`config.mk`:
```
export PLATFORM = sky130hd
export DESIGN_NAME = mul_seq_unit_flat
export DESIGN_NICKNAME = d
export VERILOG_FILES = /design/src/rtl/mul_seq_unit_if.sv /design/src/rtl/mul_seq_unit.sv /design/src/flat_wrapper.sv
export SDC_FILE = /design/constraint.sdc
export NUM_CORES = 1
export LEC_CHECK = 0
export BUFFER_PORTS_ARGS = -buffer_cell sky130_fd_sc_hd__buf_2
export CAP_MARGIN = 20
export CORE_AREA = 4 4 65 78
export DETAILED_ROUTE_END_ITERATION = 7
export DIE_AREA = 0 0 69 82
export MAX_ROUTING_LAYER = met4
export PLACE_DENSITY = 0.82
export SYNTH_ARGS = -nofsm -noshare
export SYNTH_HDL_FRONTEND = slang
export SYNTH_SLANG_ARGS = --single-unit
```
`constraint.sdc`:
```
create_clock -name clk -period 5.3 [get_ports clk]
set_input_delay 0 -clock clk [delete_from_list [all_inputs] [get_ports clk]]
set_output_delay 0 -clock clk [all_outputs]
set_load 0.02 [all_outputs]
```
`src/rtl/mul_seq_unit_if.sv`:
```
// mul_seq_unit_if: operand/result bundle between the CPU register file and the sequential multiplier
//   start       - request a multiply (CPU -> multiplier)
//   opA, opB    - multiplicand / multiplier from source register Out buses
//   busy        - multiplier is in RUN or DONE
//   done        - one-cycle pulse while the product is presented
//   writeEnable - result register write strobe, same timing as done
//   resultLo/Hi - low/high halves of the product, to result register In buses
interface mul_seq_unit_if #(parameter int WIDTH = 8);
    logic             start;
    logic [WIDTH-1:0] opA;
    logic [WIDTH-1:0] opB;
    logic             busy;
    logic             done;
    logic             writeEnable;
    logic [WIDTH-1:0] resultLo;
    logic [WIDTH-1:0] resultHi;
    modport master (output start, opA, opB, input busy, done, writeEnable, resultLo, resultHi);
    modport slave  (input start, opA, opB, output busy, done, writeEnable, resultLo, resultHi);
endinterface

```
`src/rtl/mul_seq_unit.sv`:
```
// mul_seq_unit: multi-cycle shift-and-add unsigned multiplier (WIDTH x WIDTH -> 2*WIDTH)
//   clk   - system clock, all state changes on its rising edge
//   reset - asynchronous active-high reset, abandons any multiply in flight
//   bus   - mul_seq_unit_if.slave: start/opA/opB in, busy/done/writeEnable/resultLo/resultHi out
// Optional macro MUL_EARLY_TERM_EN: stop iterating once the remaining multiplier bits are all zero.
module mul_seq_unit #(
    parameter int WIDTH = 8
) (
    input  logic          clk,
    input  logic          reset,
    mul_seq_unit_if.slave bus
);
    localparam int CW = $clog2(WIDTH + 1);

    typedef enum logic [1:0] {IDLE, RUN, DONE} state_t;

    state_t             state, state_nx;
    logic [WIDTH-1:0]   mcand, mplier, mplier_nx, res_lo, res_hi;
    logic [2*WIDTH-1:0] acc, acc_nx, prod;
    logic [WIDTH:0]     sum;
    logic [CW-1:0]      cnt, cnt_nx;
    logic               last;

    // One iteration: add into the upper half, then shift right with the carry entering the top bit.
    always_comb begin
        sum       = {1'b0, acc[2*WIDTH-1:WIDTH]} + (mplier[0] ? {1'b0, mcand} : '0);
        acc_nx    = (2*WIDTH)'({sum, acc[WIDTH-1:0]} >> 1);
        mplier_nx = mplier >> 1;
        cnt_nx    = cnt - CW'(1);
`ifdef MUL_EARLY_TERM_EN
        // Finishing early still needs the shifts of the skipped iterations, applied here at once.
        last      = (cnt_nx == '0) || (mplier_nx == '0);
        prod      = acc_nx >> cnt_nx;
`else
        last      = cnt_nx == '0;
        prod      = acc_nx;
`endif
    end

    always_ff @(posedge clk or posedge reset) begin
        if (reset) state <= IDLE;
        else       state <= state_nx;
    end

    always_comb begin
        state_nx = state == IDLE ? (bus.start ? RUN : IDLE) :
                   state == RUN  ? (last ? DONE : RUN) : IDLE;
    end

    always_comb begin
        bus.busy        = state != IDLE;
        bus.done        = state == DONE;
        bus.writeEnable = state == DONE;
        bus.resultLo    = res_lo;
        bus.resultHi    = res_hi;
    end

    always_ff @(posedge clk or posedge reset) begin
        if (reset) begin
            mcand  <= '0;
            mplier <= '0;
            acc    <= '0;
            cnt    <= '0;
            res_lo <= '0;
            res_hi <= '0;
        end else if (state == IDLE && bus.start) begin
            mcand  <= bus.opA;
            mplier <= bus.opB;
            acc    <= '0;
            cnt    <= CW'(WIDTH);
        end else if (state == RUN) begin
            mplier <= mplier_nx;
            acc    <= acc_nx;
            cnt    <= cnt_nx;
            // Result registers change only on the edge that enters DONE, then hold.
            if (last) {res_hi, res_lo} <= prod;
        end
    end
endmodule
```
`src/flat_wrapper.sv`:
```
// flat-port wrapper written by rule: the top's interface ports become plain ports
module mul_seq_unit_flat 
#(
    parameter int WIDTH = 8
)
  (clk, reset, bus_start, bus_opA, bus_opB, bus_busy, bus_done, bus_writeEnable, bus_resultLo, bus_resultHi);
  mul_seq_unit_if #(.WIDTH(WIDTH)) bus_i ();
  input  logic clk;
  input  logic reset;
  input wire logic [$bits(bus_i.start)-1:0] bus_start;
  input wire logic [$bits(bus_i.opA)-1:0] bus_opA;
  input wire logic [$bits(bus_i.opB)-1:0] bus_opB;
  output wire logic [$bits(bus_i.busy)-1:0] bus_busy;
  output wire logic [$bits(bus_i.done)-1:0] bus_done;
  output wire logic [$bits(bus_i.writeEnable)-1:0] bus_writeEnable;
  output wire logic [$bits(bus_i.resultLo)-1:0] bus_resultLo;
  output wire logic [$bits(bus_i.resultHi)-1:0] bus_resultHi;
  assign bus_i.start = bus_start;
  assign bus_i.opA = bus_opA;
  assign bus_i.opB = bus_opB;
  assign bus_busy = bus_i.busy;
  assign bus_done = bus_i.done;
  assign bus_writeEnable = bus_i.writeEnable;
  assign bus_resultLo = bus_i.resultLo;
  assign bus_resultHi = bus_i.resultHi;
  mul_seq_unit #(.WIDTH(WIDTH)) u_core (.clk(clk), .reset(reset), .bus(bus_i));
endmodule
```
### Yosys cells after proc, flatten, opt, wreduce, memory -nomap -nowiden

Index checks and enable logic that the tools add are counted.

* add/subtract/negate cells: 2
* equal/unequal tests: 2
* multiplexer cells: 11
* bitwise logic cells: 1
* reduce and logical (&&, ||, !) cells: 6

Operators with widths (number)
* two-way mux 16 bit: 2
* two-way mux 8 bit: 3
* adder 8 x 9 -> 9 bit: 1
* two-way mux 4 bit: 2
* two-way mux 2 bit: 3
* logical NOT 4 bit: 1
* nonzero test 2 bit: 2
* subtractor 4 x 1 -> 4 bit, second input constant: 1
* AND reduction 3 bit: 1
* equality test 2 x 1 -> 1 bit, second input constant: 1
* equality test 2 bit, second input constant: 1
* logical NOT 2 bit: 1
* logical AND 1 bit: 1
* two-way mux 1 bit: 1
* NOT 1 bit: 1

* bits in registers: 54
* bits of input ports: 19
* output and inout port bits: 19
* logic and storage cells: 29

### Logic depth before layout (Yosys ltp)

Gate-level depths: netlist of run 1.

* depth after elaboration: 5
* gate-level depth with buffers: 8
* mapped depth without buffers: 7

### Worst setup path after synthesis of run 1

OpenSTA, ideal clock, no wires.

* kind: reg2reg
* start point: reg u_core.mplier[0]
* end point: reg u_core.res_hi[7], in the netlist u_core.bus.resultHi[7]
* library setup time: 0.125 ns
* data arrival time: 2.009 ns
* required time: 5.175 ns
* path slack: 3.166 ns
* stages on the path, launching flop included: 8
* path buffers: 0
* period minus slack after synthesis: 2.134 ns
* cell sequence: dfrtp_1 > and2_1 > ha_1 > fa_1 > a21o_1 > a41oi_1 > o21ai_0 > mux2_2

* longest elaborated chain between the ends: 2

Ends and longest elaborated chain
* start, declared: line mul_seq_unit.sv:18 `logic [WIDTH-1:0] mcand, mplier, mplier_nx, res_lo, res_hi;`
* start signal, assigned: line mul_seq_unit.sv:68 `mplier <= bus.opB;`
* start signal, assigned: line mul_seq_unit.sv:72 `mplier <= mplier_nx;`
* two-way mux 8 bit: line mul_seq_unit.sv:26 `sum = {1'b0, acc[2*WIDTH-1:WIDTH]} + (mplier[0] ? {1'b0, mcand} : '0);`
* adder 8 x 9 -> 9 bit: line mul_seq_unit.sv:26
* end signal, assigned: line mul_seq_unit.sv:76 `if (last) {res_hi, res_lo} <= prod;`
* end, declared: line mul_seq_unit.sv:18

Every way passes these cells.
A chain may end at the register's enable or synchronous reset.

### Worst setup path in the final report of run 1

* start point: reg u_core.cnt[0]
* end point: reg u_core.res_hi[6], in the netlist u_core.bus.resultHi[6]

* longest elaborated chain between the ends: 3

Ends and longest elaborated chain
* start, declared: line mul_seq_unit.sv:21 `logic [CW-1:0] cnt, cnt_nx;`
* start signal, assigned: line mul_seq_unit.sv:70 `cnt <= CW'(WIDTH);`
* start signal, assigned: line mul_seq_unit.sv:74 `cnt <= cnt_nx;`
* subtractor 4 x 1 -> 4 bit: line mul_seq_unit.sv:29 `cnt_nx = cnt - CW'(1);`
* logical NOT 4 bit: line mul_seq_unit.sv:35 `last = cnt_nx == '0;`
* AND reduction 3 bit (no source line)

Every way passes these cells.

==> results of run 1 <==
[flip-flops by register name (all words and copies together), names as in the netlist]
signal,count
u_core.acc,15
u_core.cnt,4
u_core.mplier,8
u_core.state,2
u_core.mcand,8
u_core.bus.resultHi,8
u_core.bus.resultLo,8
[per-stage QoR]
step	power, W	instance area, sq um	setup slack, ps	utilization	instances
2_1_floorplan	0.00143	2560	3170	-	228
3_3_place_gp	0.00162	2760	3060	0.644	312
3_5_place_dp	0.00166	2760	3010	0.644	312
4_1_cts	0.00195	3040	2980	0.708	336
5_1_grt	0.00210	3070	2840	0.715	338
6_report	0.00194	3070	2990	0.715	338
[tightest hold or removal path: stages]
cell,delay (ps)
dlygate4sd3_1,540
buf_2,120
inv_2,370
[routing by layer]
metal,up-vias,track usage
li1,894,-
met4,0,0.0469
met5,-,-
met2,37,0.326
met3,4,0.0441
met1,855,0.240
[synth_stat cells, drive strengths merged]
cell,number,area (sq um)
nand2,43,161
ha,10,125
xnor2,4,35.0
fa,1,20.0
nand4b,1,8.76
a22oi,7,52.6
nor4,1,21.3
o21bai,1,7.51
o211ai,2,15.0
o31ai,3,22.5
nor2,6,32.5
or2,2,12.5
nand2b,2,12.5
a41oi,1,8.76
inv,5,18.8
buf,3,32.5
nor3,2,10.0
and2,8,50.1
a211oi,1,7.51
xor2,2,17.5
nor2b,3,18.8
a21oi,7,35.0
dfrtp,53,1330
a21o,3,22.5
o21ai,19,98.9
a22o,4,35.0
mux2i,1,22.5
mux2,21,270
clkbuf,8,30.0
o22ai,4,25.0
[cell type report]
type,count,area [sq um]
flip-flops and latches,53,1330
repair buffers,57,390
fillers,326,1220
inverters,5,18.8
well taps,56,70.1
multi-input cells,159,1150
clock inverters,1,30.0
clock buffers,7,86.3
[logic make-up (layout without fill, tap and decap cells)]
logic type	Yosys count	in the layout	share of synthesized area
AO/OA/AOI/OAI	52	52	0.129
buffers and inverters	16	70	0.0318
flip-flops	53	53	0.519
adder cells (fa/ha/maj)	11	11	0.0568
XOR/XNOR	6	6	0.0206
multiplexers	22	22	0.115
AND/OR/NAND/NOR	68	68	0.128
[report_power, final]
group / internal, W / switching (W)
Sequential: 0.000590 / 0.000129
Combinational: 0.000416 / 0.000519
Clock: 0.000154 / 0.000128
Total: 0.00116 / 0.000776
[how the worst max path moves through the flow]
stage,from,end,cells past startpoint
after floorplan,u_core.mplier[0],u_core.bus.resultHi[7],7
after global placement,u_core.mplier[0],u_core.bus.resultHi[7],7
after detailed placement,u_core.cnt[0],u_core.bus.resultHi[6],7
after CTS,u_core.cnt[0],u_core.bus.resultHi[4],7
after global routing,u_core.cnt[0],u_core.bus.resultHi[4],7
final,u_core.cnt[0],u_core.bus.resultHi[6],7
==> results_dict.tcl, run 1 <==
set metrics [dict create \
    vias 1790 \
    post_drt_wl_per_cell_um 14.7 \
    powerDensity_nw_per_um2 631 \
    postRouteAntennaNets 0 \
    crit_type "reg2reg" \
    cp.required_ps 5490 \
    synthCells 228 \
    syn_area_sq_um 2560 \
    finalWirelength_um 4960 \
    slew_violations 0 \
    min_period_over_period 0.435 \
    min_path_type "in2async" \
    highest_layer "met4" \
    final_common_cell "dfrtp_1" \
    grt_pass1_wl_um 8390 \
    r2r_end "u_core.bus.resultHi[6]" \
    h-tree-depth 2 \
    wl_met1_um 2200 \
    drt-vias-per-instance 5.30 \
    slowest_stage "dfrtp_1" \
    grt_setup_unrepaired "false" \
    clockRootBuffer "clkbuf_8" \
    clock_latency_ps 300 \
    whs_ps 277 \
    ir_drop_mv 0.309 \
    die_x_um 69 \
    start_util 0.595 \
    cts_buffer_depth 2 \
    setup_tns_ps 0 \
    p_leak_nw 1.47 \
    fp.coreArea_sq_um 4290 \
    cp-start-kind "register" \
    ctsResizeCount 0 \
    diodes 0 \
    grt_pass1_vias 1804 \
    syn_avg_cell_area_sq_um 11.2 \
    timing.rr.start "u_core.cnt[0]" \
    cp-end-kind "register" \
    worstMarginPinSlew_ps 971 \
    cp_num_buf_inv 1 \
    die_area_sq_um 5660 \
    synth_fp_nets 258 \
    fin_skew_ps 5.62 \
    crit_path_cell_trace "inv_1 -> ha_1 -> or2_1 -> o21ai_2 -> mux2i_4 -> nor2_4 -> mux2_2" \
    crit_family "simple AND/OR/NAND/NOR gates" \
    cts.sinks 53 \
    max_clock_freq_ghz 0.434 \
    rows 26 \
    r2r_slack_ps 2990 \
    nNetsFinal 311 \
    cts_setup_buffers 0 \
    clk_pin_slew_worst_paths_ps 90 \
    overflow 0 \
    crit_fanout 14 \
    cts_tree "yes" \
    met2_length_um 2530 \
    layout_common_cells "dfrtp_1, nand2_1, buf_2, o21ai_0, dlygate4sd3_1" \
    numPortBuffers 37 \
    maxSlewHeadroom 0.350 \
    grt.total_usage 0.194 \
    synth-seq-area-share 0.519 \
    slowest_delay_ps 500 \
    die_y_um 82 \
    drive_gt1_frac 0.266 \
    ys_types 37 \
    wl_met3_um 193 \
    period_minus_slack_ps 2310 \
    firstDrtPassIters 4 \
    area_delta_synth_final_pct 20.1 \
    routabilityCongestion 0.838 \
    antenna_found_initial 0 \
    outcome "complete, no violations" \
    grt_max_degree 54 \
    ys_warn_count 0 \
    drtIter0Drc 104 \
    cts_buffers 5 \
    hold_viol_final 0 \
    ios 38 \
    hpwl_um 3340 \
    ctsHoldBuffers 16 \
    maxCapViolCount 0 \
    drc 0 \
    ys_seq_elements 53 \
    reg2regPathDepth 7 \
    finalSetupViolations 0 \
    cp.arrival_ps 2500 \
]
No activity file was read; power rests on OpenSTA's default activity.
==> inputs of run 2 (changes only) <==
Settings changed: CORE_AREA 4 4 65 78 to 4 4 67 82, DIE_AREA 0 0 69 82 to 0 0 71 86, PLACE_DENSITY 0.82 to 0.76.
Clock period 5.3 ns to 2.4 ns, I/O delays scaled along.
==> run 2 against run 1 <==
Compared with the run above:
- clock power increased by 120%
- global-route usage decreased by 1.0 points
- routed wire length decreased by 4.3%
- worst setup slack got worse by 2800 ps
- sequential power increased by 120%
- register-to-register slack got worse by 2800 ps
- via count increased by 0.50%
- first-iteration DRC count decreased by 12%
- critical path depth unchanged
- die area increased by 7.9%
- cell area increased by 1.2%
- critical path type unchanged
- critical endpoint is now u_core.bus.resultHi[7]
- largest cell class unchanged
- largest power group unchanged
==> results_dict.tcl, run 2 (synthesized netlist as in run 1, its figures left out) <==
set metrics [dict create \
    grt_max_degree 36 \
    grt_setup_unrepaired "false" \
    antenna_found_initial 0 \
    slew_violations 0 \
    overflow 0 \
    grtUsageMet3 0.0352 \
    grt_pass1_vias 1797 \
    numPortBuffers 37 \
    crit_fanout 9 \
    fin_skew_ps 4.52 \
    cts_tree "yes" \
    powerDensity_nw_per_um2 1390 \
    cts.sinks 53 \
    design_power_total_w 0.00431 \
    busiest_layer "met2" \
    drt-vias-per-instance 5.21 \
    maxSlewHeadroom 0.340 \
    post_drt_wl_per_cell_um 13.8 \
    clock_latency_ps 310 \
    drive_gt1_frac 0.281 \
    cts_buffer_depth 2 \
    cp-start-kind "register" \
    ios 38 \
    maxCapViolCount 0 \
    drc 0 \
    postRouteAntennaNets 0 \
    firstDrtPassIters 4 \
    met2_usage 0.281 \
    nNetsFinal 314 \
    p_leak_nw 1.49 \
    period_minus_slack_ps 2210 \
    die_x_um 71 \
    routabilityCongestion 0.859 \
    grt_pass1_wl_um 8580 \
    hpwl_um 3460 \
    largest_reg_flops 15 \
    vias 1799 \
    min_period_over_period 0.922 \
    layout_common_cells "dfrtp_1, nand2_1, buf_2, o21ai_0, dlygate4sd3_1" \
    cp-startpoint "u_core.mplier[0]" \
    cp.arrival_ps 2410 \
    worstMarginPinSlew_ps 986 \
    ir_drop_mv 0.624 \
    cp-end-kind "register" \
    hold_viol_final 0 \
    finalWorstSetupSlack_ps 188 \
    h-tree-depth 2 \
    diodes 0 \
    reg2regPathDepth 7 \
    cp.required_ps 2600 \
    grt.total_usage 0.183 \
    die_y_um 86 \
    outcome "complete, no violations" \
    regMostFlops "u_core.acc" \
    drtIter0Drc 92 \
    area_delta_synth_final_pct 21.5 \
    setup_tns_ps 0 \
    finalSetupViolations 0 \
    rows 28 \
    crit_type "reg2reg" \
    min_path_type "in2async" \
    post-place-ws_ps 131 \
    timing.rr.start "u_core.mplier[0]" \
    clk_pin_slew_worst_paths_ps 90 \
    fp.coreArea_sq_um 4760 \
    use_met1 0.244 \
    max_clock_freq_ghz 0.452 \
    start_util 0.537 \
    finalWirelength_um 4750 \
    die_area_sq_um 6110 \
    cts_setup_buffers 0 \
    clockRootBuffer "clkbuf_8" \
    cts_buffers 5 \
    final_common_cell "dfrtp_1" \
]
run 2: timing repair:
item                                    4_1_cts  5_1_grt
resized for setup                             0        2
endpoints found under the setup margin        0        1
hold endpoints to repair                     34        0
hold buffers                                 17        0
run 2: layer usage:
metal  vias up  routed length (um)
met5         -                   0
met4         0                  66
met3         4                 200
met2        29                2340
met1       865                2150
li1        901                   -
run 2: path summary, 6_finish.rpt:
kind,endpoint,slack [ps]
max reg2reg,u_core.bus.resultHi[7],190
min,u_core.bus.resultLo[7],210
max,u_core.bus.resultHi[7],190
min reg2reg,u_core.mplier[2],490
min in group clk,u_core.state[0],220
max in group asynchronous,u_core.acc[9],1410
run 2: report_power, final:
part	switching, W	internal, W	leakage (nW)
Sequential	0.000272	0.00130	0.667
Combinational	0.00115	0.000955	0.760
Clock	0.000287	0.000340	0.0585
Total	0.00171	0.00260	1.49
run 2: through the flow:
stage / instance area [sq um] / std cells / utilization / hold slack (ps)
finish: 3110 / 345 / 0.652 / 210
global route: 3110 / 345 / 0.652 / 242
CTS: 3100 / 345 / 0.650 / 217
detailed placement: 2810 / 320 / 0.590 / 7.90
global placement: 2810 / 320 / 0.590 / 7.66
floorplan: 2560 / 228 / - / 117
run 2: critical path, cell delays in order (launching register included):
cell and delay, ps:
dfrtp_2 450, and2_1 170, ha_1 210, fa_1 410, a21o_1 220, a41oi_2 230
o21ai_0 140, mux2_2 270
run 2: final cells by class:
type                            instances  area (sq um)
Sequential cell                        53          1330
Inverter                                5          18.8
Clock buffer                            7          86.3
Clock inverter                          1          30.0
Fill cell                             386          1660
Timing Repair Buffer                   60           413
Multi-Input combinational cell        159          1160
Tap cell                               60          75.1
==> inputs of run 3 (changes only) <==
Settings changed: CORE_AREA 4 4 67 82 to 4 4 66 80, CTS_BUF_LIST from default to sky130_fd_sc_hd__clkbuf_4, DIE_AREA 0 0 71 86 to 0 0 70 84, PLACE_DENSITY 0.76 to 0.79.
==> run 3 against run 2 <==
Compared with the run above:
- cell area fell by 2.5%
- sequential share of layout area rose by 1.1 points
- maximum frequency fell by 1.2%
- clock-buffer cell count fell by 2
- first-iteration DRC count rose by 16%
- clock skew rose by 6.2 ps
- global-route usage rose by 0.22 points
- via count rose by 1.0%
- non-clock buffer count did not move
- critical path depth did not move
- critical endpoint unchanged
- largest cell class unchanged
==> results_dict.tcl, run 3 (synthesized netlist as in run 1, its figures left out) <==
set metrics [dict create \
    die_y_um 84 \
    die_area_sq_um 5880 \
    grtUsageMet3 0.0361 \
    p_leak_nw 1.46 \
    cp-end-kind "register" \
    fin_skew_ps 10.7 \
    slowest_stage "dfrtp_1" \
    maxCapViolCount 0 \
    cp.arrival_ps 2520 \
    drc 0 \
    diodes 0 \
    crit_path_cell_trace "and2_1 -> ha_1 -> fa_1 -> a21o_1 -> a41oi_2 -> o21ai_0 -> mux2_2" \
    post_drt_wl_per_cell_um 14.5 \
    h-tree-depth 2 \
    max_clock_freq_ghz 0.447 \
    ir_drop_mv 0.591 \
    postRouteAntennaNets 0 \
    cts_setup_buffers 0 \
    path_depth 7 \
    grt_pass1_vias 1798 \
    clk_pin_slew_worst_paths_ps 150 \
    cp.required_ps 2680 \
    largest_reg_flops 15 \
    crit_fanout 9 \
    post-place-ws_ps 116 \
    drtIter0Drc 107 \
    final_common_cell "dfrtp_1" \
    fp.coreArea_sq_um 4530 \
    rows 27 \
    maxSlewHeadroom 0.315 \
    grt_pass1_wl_um 8510 \
    clock_latency_ps 370 \
    finalWorstSetupSlack_ps 160 \
    finalWirelength_um 4970 \
    switching_share 0.423 \
    vias 1817 \
    cts.sinks 53 \
    grt_max_degree 36 \
    crit_type "reg2reg" \
    finalSetupViolations 0 \
    hold_viol_final 0 \
    setup_tns_ps 0 \
    regMostFlops "u_core.acc" \
    powerDensity_nw_per_um2 1340 \
    dp_cells 318 \
    worstMarginPinSlew_ps 1020 \
    start_util 0.565 \
    area_delta_synth_final_pct 18.5 \
    crit_family "adder cells" \
    p_seq_frac 0.389 \
    layout_common_cells "dfrtp_1, nand2_1, buf_2, o21ai_0, dlygate4sd3_1" \
    use_met1 0.238 \
    firstDrtPassIters 4 \
    cts_buffer_depth 2 \
    outcome "complete, no violations" \
    final_cells 343 \
    die_x_um 70 \
    met2_usage 0.303 \
    nNetsFinal 314 \
    cp-start-kind "register" \
    routabilityCongestion 0.828 \
    reg2regPathDepth 7 \
    min_path_type "in2reg" \
    drive_gt1_frac 0.281 \
    grt.total_usage 0.186 \
    busiest_layer "met2" \
    overflow 0 \
    antenna_found_initial 0 \
    slew_violations 0 \
    switchingPower_w 0.00172 \
    cts_buffers 5 \
    combPwrFrac 0.515 \
    numPortBuffers 37 \
    ios 38 \
    grt_setup_unrepaired "false" \
    drt-vias-per-instance 5.30 \
    slowest_delay_ps 460 \
    clockPowerShare 0.095 \
    cp_num_buf_inv 0 \
    hold_path_depth 5 \
    min_period_over_period 0.933 \
    hpwl_um 3610 \
    whs_ps 49.8 \
    internal-power_w 0.00235 \
    cts_tree "yes" \
    period_minus_slack_ps 2240 \
    clockRootBuffer "clkbuf_4" \
]
run 3: cell types whose count changed in the layout (fill, tap and decap cells not counted), sizes merged:
cell      before  now
clkinv         0    2
clkinvlp       0    1
clkbuf         7    5
bufinv         1    0
run 3: what timing repair did:
action	4_1_cts	5_1_grt
endpoints found under the hold margin	34	0
setup endpoints to repair	0	2
resized for setup	0	1
hold buffers	17	0
run 3: power by group through the flow:
| stage | logic (W) | clock network [W] | registers [W] |
|---|---|---|---|
| 3_3_place_gp | 0.00201 | 0 | 0.00159 |
| 5_1_grt | 0.00232 | 0.000440 | 0.00164 |
| 4_1_cts | 0.00210 | 0.000406 | 0.00159 |
| 3_5_place_dp | 0.00208 | 0 | 0.00161 |
| 2_1_floorplan | 0.00149 | 0 | 0.00168 |
| 6_report | 0.00210 | 0.000388 | 0.00158 |
run 3: metal layers:
metal / up-vias / part of all wire
li1: 905 / -
met1: 871 / 0.46
met2: 36 / 0.49
met3: 5 / 0.039
met4: 0 / 0.011
met5: - / 0
run 3: worst paths after layout:
kind	start	endpoint	slack, ps
worst min-delay path	bus_start	u_core.mplier[7]	50
worst max register to register	u_core.mplier[0]	u_core.bus.resultHi[7]	160
max in group asynchronous	reset	u_core.cnt[1]	1500
worst min register to register	u_core.mplier[5]	u_core.mplier[5]	490
min in group asynchronous	reset	u_core.acc[14]	130
worst max-delay path	u_core.mplier[0]	u_core.bus.resultHi[7]	160
run 3: final cells by class:
class / count / area [sq um]
Clock buffer: 5 / 37.5
Fill cell: 362 / 1500
Tap cell: 58 / 72.6
Timing Repair Buffer: 60 / 400
Inverter: 5 / 18.8
Multi-Input combinational cell: 159 / 1160
Sequential cell: 53 / 1330
Clock inverter: 3 / 17.5
run 3: worst reg2reg max path, cell delays in order, from the launching register on:
cell	delay [ps]
dfrtp_1	460
and2_1	180
ha_1	210
fa_1	420
a21o_1	220
a41oi_2	240
o21ai_0	150
mux2_2	270
run 3: per-stage QoR:
| stage | area (sq um) | power [W] | util |
|---|---|---|---|
| after global placement | 2800 | 0.00360 | 0.618 |
| after global routing | 3030 | 0.00441 | 0.669 |
| after floorplan | 2560 | 0.00316 | - |
| after detailed placement | 2800 | 0.00369 | 0.618 |
| final | 3030 | 0.00407 | 0.669 |
| after CTS | 3020 | 0.00410 | 0.667 |
